<file path="src/rtl/mrf_rd_ctrl.sv">
// mrf_rd_ctrl: burst read sequencer for an MRF RAM with latency-tracked return FIFO; MRF_RD_STATS_EN adds a stall_cycles counter
module mrf_rd_ctrl #(
    parameter int DW = 32,
    parameter int AW = 9,
    parameter int RD_LAT = 2,
    parameter int FIFO_DEPTH = RD_LAT + 2
) (
    input  logic          clk,
    input  logic          rst,
    input  logic          cmd_valid,
    output logic          cmd_ready,
    input  logic [AW-1:0] cmd_base,
    input  logic [AW:0]   cmd_len,
    output logic [AW-1:0] ram_rd_addr,
    input  logic [DW-1:0] ram_rd_data,
    output logic          out_valid,
    input  logic          out_ready,
    output logic [DW-1:0] out_data,
    output logic          out_last,
`ifdef MRF_RD_STATS_EN
    output logic [31:0]   stall_cycles,
`endif
    output logic          busy
);
    localparam int IW = FIFO_DEPTH > 1 ? $clog2(FIFO_DEPTH) : 1;
    localparam int CW = $clog2(FIFO_DEPTH + 1);
    localparam int OW = $clog2(FIFO_DEPTH + RD_LAT + 2);
    localparam int LW = AW + 1;
    typedef enum logic [1:0] {IDLE, ISSUE, DRAIN} state_t;
    state_t state_q, state_d;
    logic [AW-1:0] addr_q, addr_d, rd_addr_q, rd_addr_d;
    logic [LW-1:0] rem_q, rem_d;
    logic [RD_LAT:0] pv_q, pv_d, pl_q, pl_d;
    logic [IW-1:0] wp_q, wp_d, rp_q, rp_d;
    logic [CW-1:0] cnt_q, cnt_d;
    logic [DW:0] mem_q [FIFO_DEPTH];
    logic [OW-1:0] occ;
    logic issue, push, pop;

    assign cmd_ready = state_q == IDLE && !rst;
    assign busy = state_q != IDLE;
    assign ram_rd_addr = rd_addr_q;
    assign push = pv_q[RD_LAT];
    assign out_valid = cnt_q != '0;
    assign pop = out_valid && out_ready;
    assign out_data = out_valid ? mem_q[rp_q][DW-1:0] : '0;
    assign out_last = out_valid && mem_q[rp_q][DW];

    // Stage 0 lines up with ram_rd_addr, so stage RD_LAT lines up with ram_rd_data.
    always_comb begin
        occ = OW'(cnt_q);
        for (int i = 0; i <= RD_LAT; i++) occ = occ + OW'(pv_q[i]);
    end

    always_comb begin
        state_d = state_q;
        addr_d = addr_q;
        rem_d = rem_q;
        rd_addr_d = rd_addr_q;
        issue = state_q == ISSUE && occ < OW'(FIFO_DEPTH);
        if (cmd_ready && cmd_valid) begin
            addr_d = cmd_base;
            rem_d = cmd_len;
            state_d = cmd_len != '0 ? ISSUE : IDLE;
        end
        if (issue) begin
            rd_addr_d = addr_q;
            addr_d = addr_q + AW'(1);
            rem_d = rem_q - LW'(1);
            state_d = rem_q == LW'(1) ? DRAIN : ISSUE;
        end
        if (state_q == DRAIN && pop && out_last) state_d = IDLE;
        pv_d = {pv_q[RD_LAT-1:0], issue};
        pl_d = {pl_q[RD_LAT-1:0], issue && rem_q == LW'(1)};
        wp_d = push ? (wp_q == IW'(FIFO_DEPTH - 1) ? '0 : wp_q + IW'(1)) : wp_q;
        rp_d = pop ? (rp_q == IW'(FIFO_DEPTH - 1) ? '0 : rp_q + IW'(1)) : rp_q;
        cnt_d = cnt_q + CW'(push) - CW'(pop);
    end

    always_ff @(posedge clk) begin
        if (rst) begin
            state_q <= IDLE;
            addr_q <= '0;
            rem_q <= '0;
            rd_addr_q <= '0;
            pv_q <= '0;
            pl_q <= '0;
            wp_q <= '0;
            rp_q <= '0;
            cnt_q <= '0;
        end else begin
            state_q <= state_d;
            addr_q <= addr_d;
            rem_q <= rem_d;
            rd_addr_q <= rd_addr_d;
            pv_q <= pv_d;
            pl_q <= pl_d;
            wp_q <= wp_d;
            rp_q <= rp_d;
            cnt_q <= cnt_d;
        end
    end

    always_ff @(posedge clk) if (push) mem_q[wp_q] <= {pl_q[RD_LAT], ram_rd_data};

`ifdef MRF_RD_STATS_EN
    logic [31:0] stall_q, stall_d;
    always_comb stall_d = out_valid && !out_ready && stall_q != '1 ? stall_q + 32'd1 : stall_q;
    always_ff @(posedge clk) stall_q <= rst ? '0 : stall_d;
    assign stall_cycles = stall_q;
`endif
endmodule

</file>
<file path="config.mk">
export PLATFORM = sky130hd
export DESIGN_NAME = mrf_rd_ctrl
export DESIGN_NICKNAME = d
export VERILOG_FILES = /design/src/rtl/mrf_rd_ctrl.sv
export SDC_FILE = /design/constraint.sdc
export NUM_CORES = 1
export LEC_CHECK = 0
export ABC_AREA = 0
export BUFFER_PORTS_ARGS = -buffer_cell sky130_fd_sc_hd__buf_4
export CAP_MARGIN = 20
export CORE_MARGIN = 2
export CORE_UTILIZATION = 30
export CTS_CLUSTER_DIAMETER = 100
export CTS_CLUSTER_SIZE = 10
export DETAILED_ROUTE_END_ITERATION = 16
export GPL_TIMING_DRIVEN = 1
export HOLD_SLACK_MARGIN = 0.06
export PLACE_DENSITY = 0.57
export SLEW_MARGIN = 10
export SYNTH_ARGS = -nofsm -noshare
export SYNTH_HDL_FRONTEND = slang
export SYNTH_SLANG_ARGS = --single-unit
export TNS_END_PERCENT = 1
</file>
<file path="constraint.sdc">
create_clock -name clk -period 4.1 [get_ports clk]
set_input_delay 0 -clock clk [delete_from_list [all_inputs] [get_ports clk]]
set_output_delay 0 -clock clk [all_outputs]
set_load 0.02 [all_outputs]
</file>
; After elaboration in Yosys (flattened, before gate mapping)
; Memory sizes are Yosys's and may differ from the RTL's. A register that Yosys moved wholly into a read port is not among the register bits.
; Index checks and enable logic that the tools add are counted.
[op_classes]
multipliers = 0
n_addsub = 9
reduce_logical = 15
order_cmp = 1
eq_ne = 5
div_mod_pow = 0
muxes = 15
shift = 0
bitwise_logic = 0
[ops]
columns = operator, count
row1 = $mux 32, 1
row2 = $mux 10, 2
row3 = $mux 9, 2
row4 = $mux 2, 7
row5 = $add 3x1->3, 4
row6 = $eq 10x1->1 const B, 1
row7 = $reduce_bool 10->1, 1
row8 = $sub 10x1->10 const B, 1
row9 = $add 9x1->9 const B, 1
row10 = $logic_and 1x1->1, 8
row11 = $eq 2x2->1 const B, 3
row12 = $add 2x1->2 const B, 2
row13 = $reduce_bool 2->1, 2
row14 = $lt 3x3->1 const B, 1
row15 = $mux 1, 3
row16 = $reduce_bool 3->1, 1
row17 = $sub 3x1->3, 1
row18 = $eq 2x1->1 const B, 1
row19 = $logic_not 2->1, 1
row20 = $reduce_or 2->1, 1
row21 = $logic_not 1->1, 1
[word_totals]
latch_bits = 0
reg_bits = 43
mem_bits_ro = 0
mem_bits_rw = 132
elab_cells = 55
n_memories = 1
[mem_list]
columns = memory, depth, word_bits, read_ports, rd_ports_with_merged_regs, wr, line_no
row1 = mem_q, 4, 33, 1, 1, 1, 36  ; logic [DW:0] mem_q [FIFO_DEPTH];

; Logic depth before layout (Yosys ltp)
; Gate-level depths: netlist (run 1).
[depth]
depth_word = 6
depth_mapped = 8

; Worst setup path after synthesis (run 1)
; OpenSTA, ideal clock, no wires.
[synth_timing]
path_type = reg-to-reg
start = register pv_q[0]
end = register rem_q[4]
slack_ps = 1934
n_path_buf = 2
t_arrival_ps = 2034
required_ps = 3968
stages_incl_launch_ff = 9
setup_time_ps = 132
path_cell_list = dfxtp_1 fa_1 ha_1 and4_4 o31a_1 buf_2 buf_4 a32oi_1 a21oi_1
[synth_between]
elab_chain_cells = 6
word_cells_on_any_way = 7
classes_between = add/sub: 3 / order compare: 1 / mux: 1 / reduce/logical: 2
[synth_rtl]
columns = item, line_no
row1 = start: declaration, 33  ; logic [RD_LAT:0] pv_q, pv_d, pl_q, pl_d;
row2 = start signal: assignment, 96  ; pv_q <= pv_d;
row3 = $add 3x1->3 (*) (3 in series), 52  ; for (int i = 0; i <= RD_LAT; i++) occ = occ + OW'(pv_q[i]);
row4 = $lt 3x3->1 (*), 60  ; issue = state_q == ISSUE && occ < OW'(FIFO_DEPTH);
row5 = $logic_and 1x1->1 (*), 60
row6 = $mux 10 / $reduce_bool 2->1 (equally long branches), n/a
row7 = end signal: assignment, 94  ; rem_q <= rem_d;
row8 = end: declaration, 32  ; logic [LW-1:0] rem_q, rem_d;
; Every way passes the cells marked *; elsewhere a longest branch is shown, timed or not.
; A chain may end at the register's enable or synchronous reset.

; Worst setup path in the final report (run 1)
[layout_timing]
start = register pv_q[0]
end = register addr_q[2]
[layout_between]
elab_chain_cells = 6
word_cells_on_any_way = 7
classes_between = add/sub: 3 / order compare: 1 / mux: 1 / reduce/logical: 2
[layout_rtl]
columns = item, line_no
row1 = $add 3x1->3 (*) (3 in series), 52
row2 = $lt 3x3->1 (*), 60
row3 = $logic_and 1x1->1 (*), 60
row4 = $mux 9 / $reduce_bool 2->1 (equally long branches), n/a
row5 = end signal: assignment, 93  ; addr_q <= addr_d;
row6 = end: declaration, 31  ; logic [AW-1:0] addr_q, addr_d, rd_addr_q, rd_addr_d;
; Marks and branches as above.

==> key figures, run 1 <==
Synth
  – Synth area leaders: edfxtp_1 (54%), dfxtp_1 (12%), mux4_2 (10%)
  – Adder-cell area share of the yosys netlist: 2.27%
  – Synth Area in XOR/XNOR: 0.361%
  – Synth Area in Simple Gates: 11.2%
  – Post-Syn Area: 7270 um2
  – Mapped Cells: 477
  – Synth Flop Type: edfxtp_1
  – Post-synth EDFFs: 132
  – Seq cells post-synth: 177
  – Compound-gate portion of the synthesized area: 6.28%
  – Main combinational cell family by area after synthesis: simple AND/OR/NAND/NOR gates
  – Yosys cell types: 55
  – Asr flop ratio synth: 0%
  – Post-synthesis mux area share: 10.6%
  – Share of the synthesized area in the top cell type: 54.5%
  – Sequential area share after synthesis: 66.9%
  – Mean area per synthesized cell: 15.2 um2
  – Cell taking the most area after synthesis: edfxtp_1
  – Yosys Warn Count: 0
  – Syn nets: 544

Setup path
  – Slowest stage delay, CP: 0.75 ns
  – Startpoint Class: register
  – Setup crit end kind: register
  – CP Data Required Time: 4.47 ns
  – Crit Path Max Fanout: 20
  – Critical Path, Cell by Cell: fa_1 > ha_1 > and4_4 > o31ai_2 > buf_4 > mux2i_1 > o2bb2ai_1 > dlygate4sd3_1
  – Worst path slowest cell: o31ai_2
  – Worst Path Arrival: 3.73 ns
  – Worst R2R Path Depth: 8
  – Critical path class: reg -> reg

Floorplan
  – Total Die Area: 25500 um2
  – CORE AREA: 23600 um2
  – I/O pin count: 100
  – Initial Util: 30.8%
  – Die span in x: 160 um
  – # rows: 56
  – Die boundary height: 160 um

Route
  – Avg WL per Cell: 16.4 um
  – Residual DRC: 0
  – Vias: 4622
  – Drt total wl: 15700 um
  – Antenna Nets Post-Route: 0
  – First-pass DRT Iterations: 5
  – Vias/cell: 4.81
  – Initial DRC count: 222

Power and ir drop
  – Flop pwr share: 42.9%
  – NetSw: 1480 uW
  – Power Density: 513 nW/um2
  – Internal power: 3370 uW
  – P_leak: 0.00328 uW
  – Worst VDD drop: 246 uV
  – Combinational Power Share: 25.2%
  – Sw Ratio: 30.5%
  – PnR Total Power: 4850 uW
  – Clock share of power: 31.8%

STA
  – Final hold vios: 0
  – WHS: 0.269 ns
  – Fin crit share: 81.9%
  – Worst-Margin Slew: 0.982 ns
  – Final setup margin: 0.742 ns
  – Slew HR: 34.5%
  – FMAX: 298 MHz
  – Setup Skew: 0.0161 ns
  – Setup-failing EPs final: 0
  – Setup TNS: 0 ns
  – Post-route minimum period: 3.36 ns
  – Slew Limit Fails: 0
  – Unrepaired setup endpoints after global routing: false

Clocking
  – Post CTS Setup Buffer Count: 0
  – Post-cts gate resize count: 0
  – H-tree Lvls: 4
  – Clk_lat worst skew: 0.43 ns
  – Clock tree buffer depth: 2
  – CTS tree: built
  – Clock Sinks: 177
  – Hold buffers post-CTS: 57
  – CTS Buf Count: 17
  – Clk slew on worst S/H paths: 0.07 ns
  – CTS root buf: clkbuf_16

Outcome
  – Status: complete, no violations

Placement
  – Dpl cell area: 8310 um2
  – GP Congestion: 0.812
  – DP Worst Slack: 1.26 ns
  – Port bufs: 99
  – Post-DP HPWL: 9350 um

Layout
  – Multi-input logic area: 2240 um2
  – Fillcell total: 2188
  – Design area: 9460 um2
  – Ratio of cells with drive above 1 in the final layout: 28.2%
  – Final nets: 695
  – Register area: 4870 um2
  – Area delta synth->final: 30.0%

GRT
  – Vias in the first global route: 4843
  – Met1 Track Usage GR: 16.2%
  – GRT Overall Usage: 12.7%
  – Gr ovfl total: 0
  – Most Crowded Layer GR: met2
  – Grt met2 use: 21.5%
  – Met3 Use GR: 3.14%
  – First-pass GRT wire length: 25400 um
  – Pin count of the biggest net entering global routing: 50
  – Initial antenna violation count: 1

Hold path
  – Hold path depth: 5
  – Hold WC Path Type: in -> reg

Job
  – Max-cap violations: 0
-- cell type report --
class / count / area share (%)
clock inverters: 15 / 1.52
multi-input cells: 263 / 23.7
inverters: 9 / 0.357
flip-flops and latches: 177 / 51.5
clock buffers: 17 / 4.50
well taps: 319 / 4.22
diodes: 1 / 0.0265
repair buffers: 160 / 14.2
-- power by group through the flow --
| stage | clock [uW] | combinational (uW) | sequential (uW) |
|---|---|---|---|
| after detailed placement | 0 | 1200 | 2130 |
| after global routing | 1660 | 1330 | 2100 |
| after global placement | 0 | 1180 | 2130 |
| after CTS | 1590 | 1250 | 2090 |
| after floorplan | 0 | 800 | 2050 |
| final | 1540 | 1220 | 2080 |
-- routing by layer --
metal  wire length, um  part of all wire, %
met1              6970                   44
met4               182                  1.2
met3               731                  4.6
met5                 0                    0
met2              7840                   50
-- cell usage in the layout (no fill, tap or decap), types with 3 or more instances in the layout --
cell type      netlist  routed
nand3_1             12      12
and3_1               3       3
a32oi_1              4       4
clkinv_4             0       3
inv_1                9       9
o311ai_0             3       3
or2_2                4       4
nor3_1               7       7
ha_1                10      10
a21oi_1             20      20
nor2_1              15      15
a211oi_1             3       3
o211ai_1             3       3
clkbuf_16            0      17
and2_2               0       4
dfxtp_1             45      43
mux4_2              33      33
buf_4                4     103
nor4_1               4       4
or3_1                8       8
dlygate4sd3_1        0      57
a31oi_1              7       7
nand2_1             36      36
nor2b_1              7       7
inv_8                0       7
o21ai_0              3       3
mux2i_1              3       3
a311oi_1             4       4
edfxtp_1           132     132
and2_1              41      37
a22oi_1              3       3
-- logic make-up after synthesis --
logic type               count (synthesis)
buffers and inverters                   37
XOR/XNOR                                 3
AO/OA/AOI/OAI                           63
AND/OR/NAND/NOR                        149
flip-flops                             177
adder cells (fa/ha/maj)                 12
multiplexers                            36
-- flip-flops by register name, summed over array words and instances (netlist names), named ones only --
signal and count:
mem_q 132, pv_q 3, addr_q 9, rem_q 10
cnt_q 3, pl_q 3, wp_q 2, ram_rd_addr 9
rp_q 2, state_q 2
-- worst max-delay path, delay by kind of cell (launching register included) --
kind | cells | cell delay (ns)
AOI/OAI and AO/OA | 2 | 0.88
adders and majority gates | 2 | 0.74
buffers and inverters | 2 | 0.94
DFF | 1 | 0.33
muxes | 1 | 0.22
and+or+nand+nor | 1 | 0.20
-- cells in the mapped netlist, types with 8 or more instances --
cell      number
nor2_1        15
dfxtp_1       45
and2_1        41
or3_1          8
a21oi_1       20
nand2_1       36
clkbuf_1      13
buf_2          9
edfxtp_1     132
nand3_1       12
inv_1          9
mux4_2        33
ha_1          10
-- through the flow --
stage | cells | utilization, %
floorplan | 477 | -
CTS | 960 | 40.0
global route | 961 | 40.0
global placement | 871 | 35.2
finish | 961 | 40.0
detailed placement | 871 | 35.2
-- path summary, 6_finish.rpt --
path              slack, ns      start   endpoint
setup / recovery       0.74    pv_q[0]  addr_q[2]
hold / removal         0.27  cmd_valid  addr_q[4]
setup reg to reg       0.74    pv_q[0]  addr_q[2]
hold reg to reg        0.44    pl_q[1]    pl_q[2]
Power figures use the tool's default switching activity.
==> inputs of run 2 (changes only) <==
clock period = 3.4 ns   (was 4.1 ns; I/O delays follow)
==> run 2 against run 1 <==
Compared with the run above:
- setup slack lost 0.42 ns
- die area is the same
- fmax grew 9.3%
- combinational power grew 25%
- power grew 23%
- critical path depth is the same
- non-clock buffer count grew 5
- sequential power grew 20%
- register-to-register slack lost 0.42 ns
==> key figures, run 2 (same netlist as run 1, synthesis figures left out) <==
Setup path
  – CP Depth: 8 (unchanged)
  – End point of the critical path: rem_q[6]
  – Startpoint Class: register
  – FF-to-FF End: rem_q[6]
  – Worst path slowest cell: dlygate4sd3_1
  – CP Data Required Time: 3.77 ns (-0.70 ns)
  – Worst R2R Path Depth: 8 (unchanged)
  – Worst Path Arrival: 3.44 ns (-0.29 ns)
  – Crit Path Max Fanout: 32 (+60%)
  – Slowest stage delay, CP: 0.56 ns (-0.19 ns)
  – CP startpoint: pv_q[0]
  – Critical Path, Cell by Cell: fa_1 > ha_1 > a311oi_4 > o31ai_2 > buf_4 > or4_1 > a31oi_1 > dlygate4sd3_1
  – Setup crit end kind: register
  – Critical path buffers and inverters: 2 (unchanged)
  – Register-to-register setup slack: 0.33 ns (-0.42 ns)
  – Crit Reg-Reg Startpoint: pv_q[0]
  – Critical path class: reg -> reg
  – Largest delay contributor family on the critical path: buffers and inverters

GRT
  – Gr ovfl total: 0 (unchanged)
  – GRT Overall Usage: 12.7% (+0.028 points)
  – Pin count of the biggest net entering global routing: 50 (unchanged)
  – First-pass GRT wire length: 25400 um (about the same)
  – Initial antenna violation count: 0 (-1)
  – Vias in the first global route: 4850 (+0.14%)

STA
  – Fin crit share: 90.4% (+8.5 points)
  – Slew HR: 32.8% (-1.7 points)
  – WHS: 0.272 ns (+0.00328 ns)
  – Unrepaired setup endpoints after global routing: false
  – Setup TNS: 0 ns (unchanged)
  – Final setup margin: 0.327 ns (-0.415 ns)
  – Setup-failing EPs final: 0 (unchanged)
  – Setup Skew: 0.0174 ns (+0.00123 ns)
  – Worst-Margin Slew: 1.01 ns (+0.0260 ns)
  – Post-route minimum period: 3.07 ns (-0.285 ns)
  – Final hold vios: 0 (unchanged)
  – FMAX: 325 MHz (+9.3%)
  – Slew Limit Fails: 0 (unchanged)

Power and ir drop
  – P_leak: 0.00332 uW (+1.3%)
  – PnR Total Power: 5960 uW (+23%)
  – Worst VDD drop: 315 uV (+28%)
  – Power Density: 625 nW/um2 (+22%)

Floorplan
  – I/O pin count: 100 (unchanged)
  – Initial Util: 30.8% (unchanged)
  – Die boundary height: 160 um (unchanged)
  – Die span in x: 160 um (unchanged)
  – Total Die Area: 25500 um2 (unchanged)
  – CORE AREA: 23600 um2 (unchanged)
  – # rows: 56 (unchanged)

Placement
  – GP Congestion: 0.784 (-3.4%)
  – Port bufs: 99 (unchanged)
  – DP Worst Slack: 0.904 ns (-0.354 ns)
  – Post-DP HPWL: 9500 um (+1.5%)

Job
  – Max-cap violations: 0 (unchanged)

Layout
  – Final nets: 700 (+0.72%)
  – Register area: 4870 um2 (unchanged)
  – Largest reg by FF count: mem_q
  – Antenna cell count: 0 (-1)
  – Most common cell after layout, fill and taps aside: edfxtp_1
  – Fillcell total: 2178 (-0.46%)
  – Ratio of cells with drive above 1 in the final layout: 28.6% (+0.40 points)
  – Largest register FFs: 132 (unchanged)
  – Fin util: 40.3% (+0.29 points)
  – Area delta synth->final: 31.0%
  – Most frequent cells in the layout: edfxtp_1 (132), buf_4 (106), dlygate4sd3_1 (59), dfxtp_1 (43), and2_1 (37)
  – Regs by FF count: mem_q: 132 flops, rem_q: 10 flops
  – Multi-input logic area: 2240 um2 (unchanged)

Clocking
  – Clk slew on worst S/H paths: 0.07 ns (about the same)
  – CTS tree: built
  – Clock tree buffer depth: 2 (unchanged)
  – CTS root buf: clkbuf_16
  – CTS Buf Count: 17 (unchanged)
  – H-tree Lvls: 4 (unchanged)
  – Clk_lat worst skew: 0.43 ns (about the same)
  – Clock Sinks: 177 (unchanged)

Route
  – Avg WL per Cell: 16.5 um (+0.74%)
  – First-pass DRT Iterations: 4 (-1)
  – Vias/cell: 4.78 (-0.52%)
  – Vias: 4617 (-0.11%)
  – Antenna Nets Post-Route: 0 (unchanged)
  – Residual DRC: 0 (unchanged)
  – Initial DRC count: 303 (+36%)
  – Drt total wl: 15900 um (+1.2%)

Outcome
  – Status: complete, no violations

Hold path
  – Hold WC Path Type: in -> reg
[run 2: final cells by class]
class | instances | area share (%)
clock buffers | 18 | 4.51
clock inverters | 14 | 1.77
inverters | 9 | 0.355
multi-input cells | 263 | 23.5
flip-flops and latches | 177 | 51.1
well taps | 319 | 4.19
repair buffers | 165 | 14.6
[run 2: worst min-delay path by stage]
stage	cells past startpoint	endpoint	start	slack, ns
3_5_place_dp	1	mem_q[2][26]	ram_rd_data[26]	0.20
5_1_grt	5	addr_q[0]	cmd_valid	0.30
4_1_cts	5	addr_q[4]	cmd_valid	0.25
6_report	5	addr_q[4]	cmd_valid	0.27
3_3_place_gp	1	mem_q[0][31]	ram_rd_data[31]	0.20
2_1_floorplan	0	mem_q[0][0]	ram_rd_data[0]	0.1
[run 2: power by group]
part | leakage, uW | switching [uW] | total (uW) | internal (uW)
registers | 0.00155 | 111 | 2490 | 2380
clock network | 0.000290 | 895 | 1950 | 1050
logic | 0.00149 | 794 | 1520 | 727
[run 2: per-stage QoR]
| step | cells | cell area [um2] |
|---|---|---|
| after detailed placement | 874 | 8340 |
| after global routing | 965 | 9530 |
| final | 965 | 9530 |
| after CTS | 965 | 9530 |
| after global placement | 874 | 8340 |
| after floorplan | 477 | 7270 |
[run 2: what timing repair did]
action / 4_1_cts / 5_1_grt
hold endpoints to repair: 168 / 0
gates resized for setup: 0 / 0
buffers inserted: 0 / 0
hold buffers: 59 / 0
[run 2: layer usage]
metal | global-route usage [%] | up-vias | part of all wire (%)
met5 | 0 | - | 0
met4 | 3.80 | 0 | 1.2
li1 | - | 2150 | -
met1 | 16.2 | 2306 | 44
met2 | 21.5 | 148 | 50
met3 | 2.99 | 13 | 4.9
[run 2: tightest hold or removal path: cells and delay by family]
kind / cells / cell delay (ns)
and+or+nand+nor: 2 / 0.25
buffers and inverters: 2 / 0.32
AOI/OAI and AO/OA: 1 / 0.06
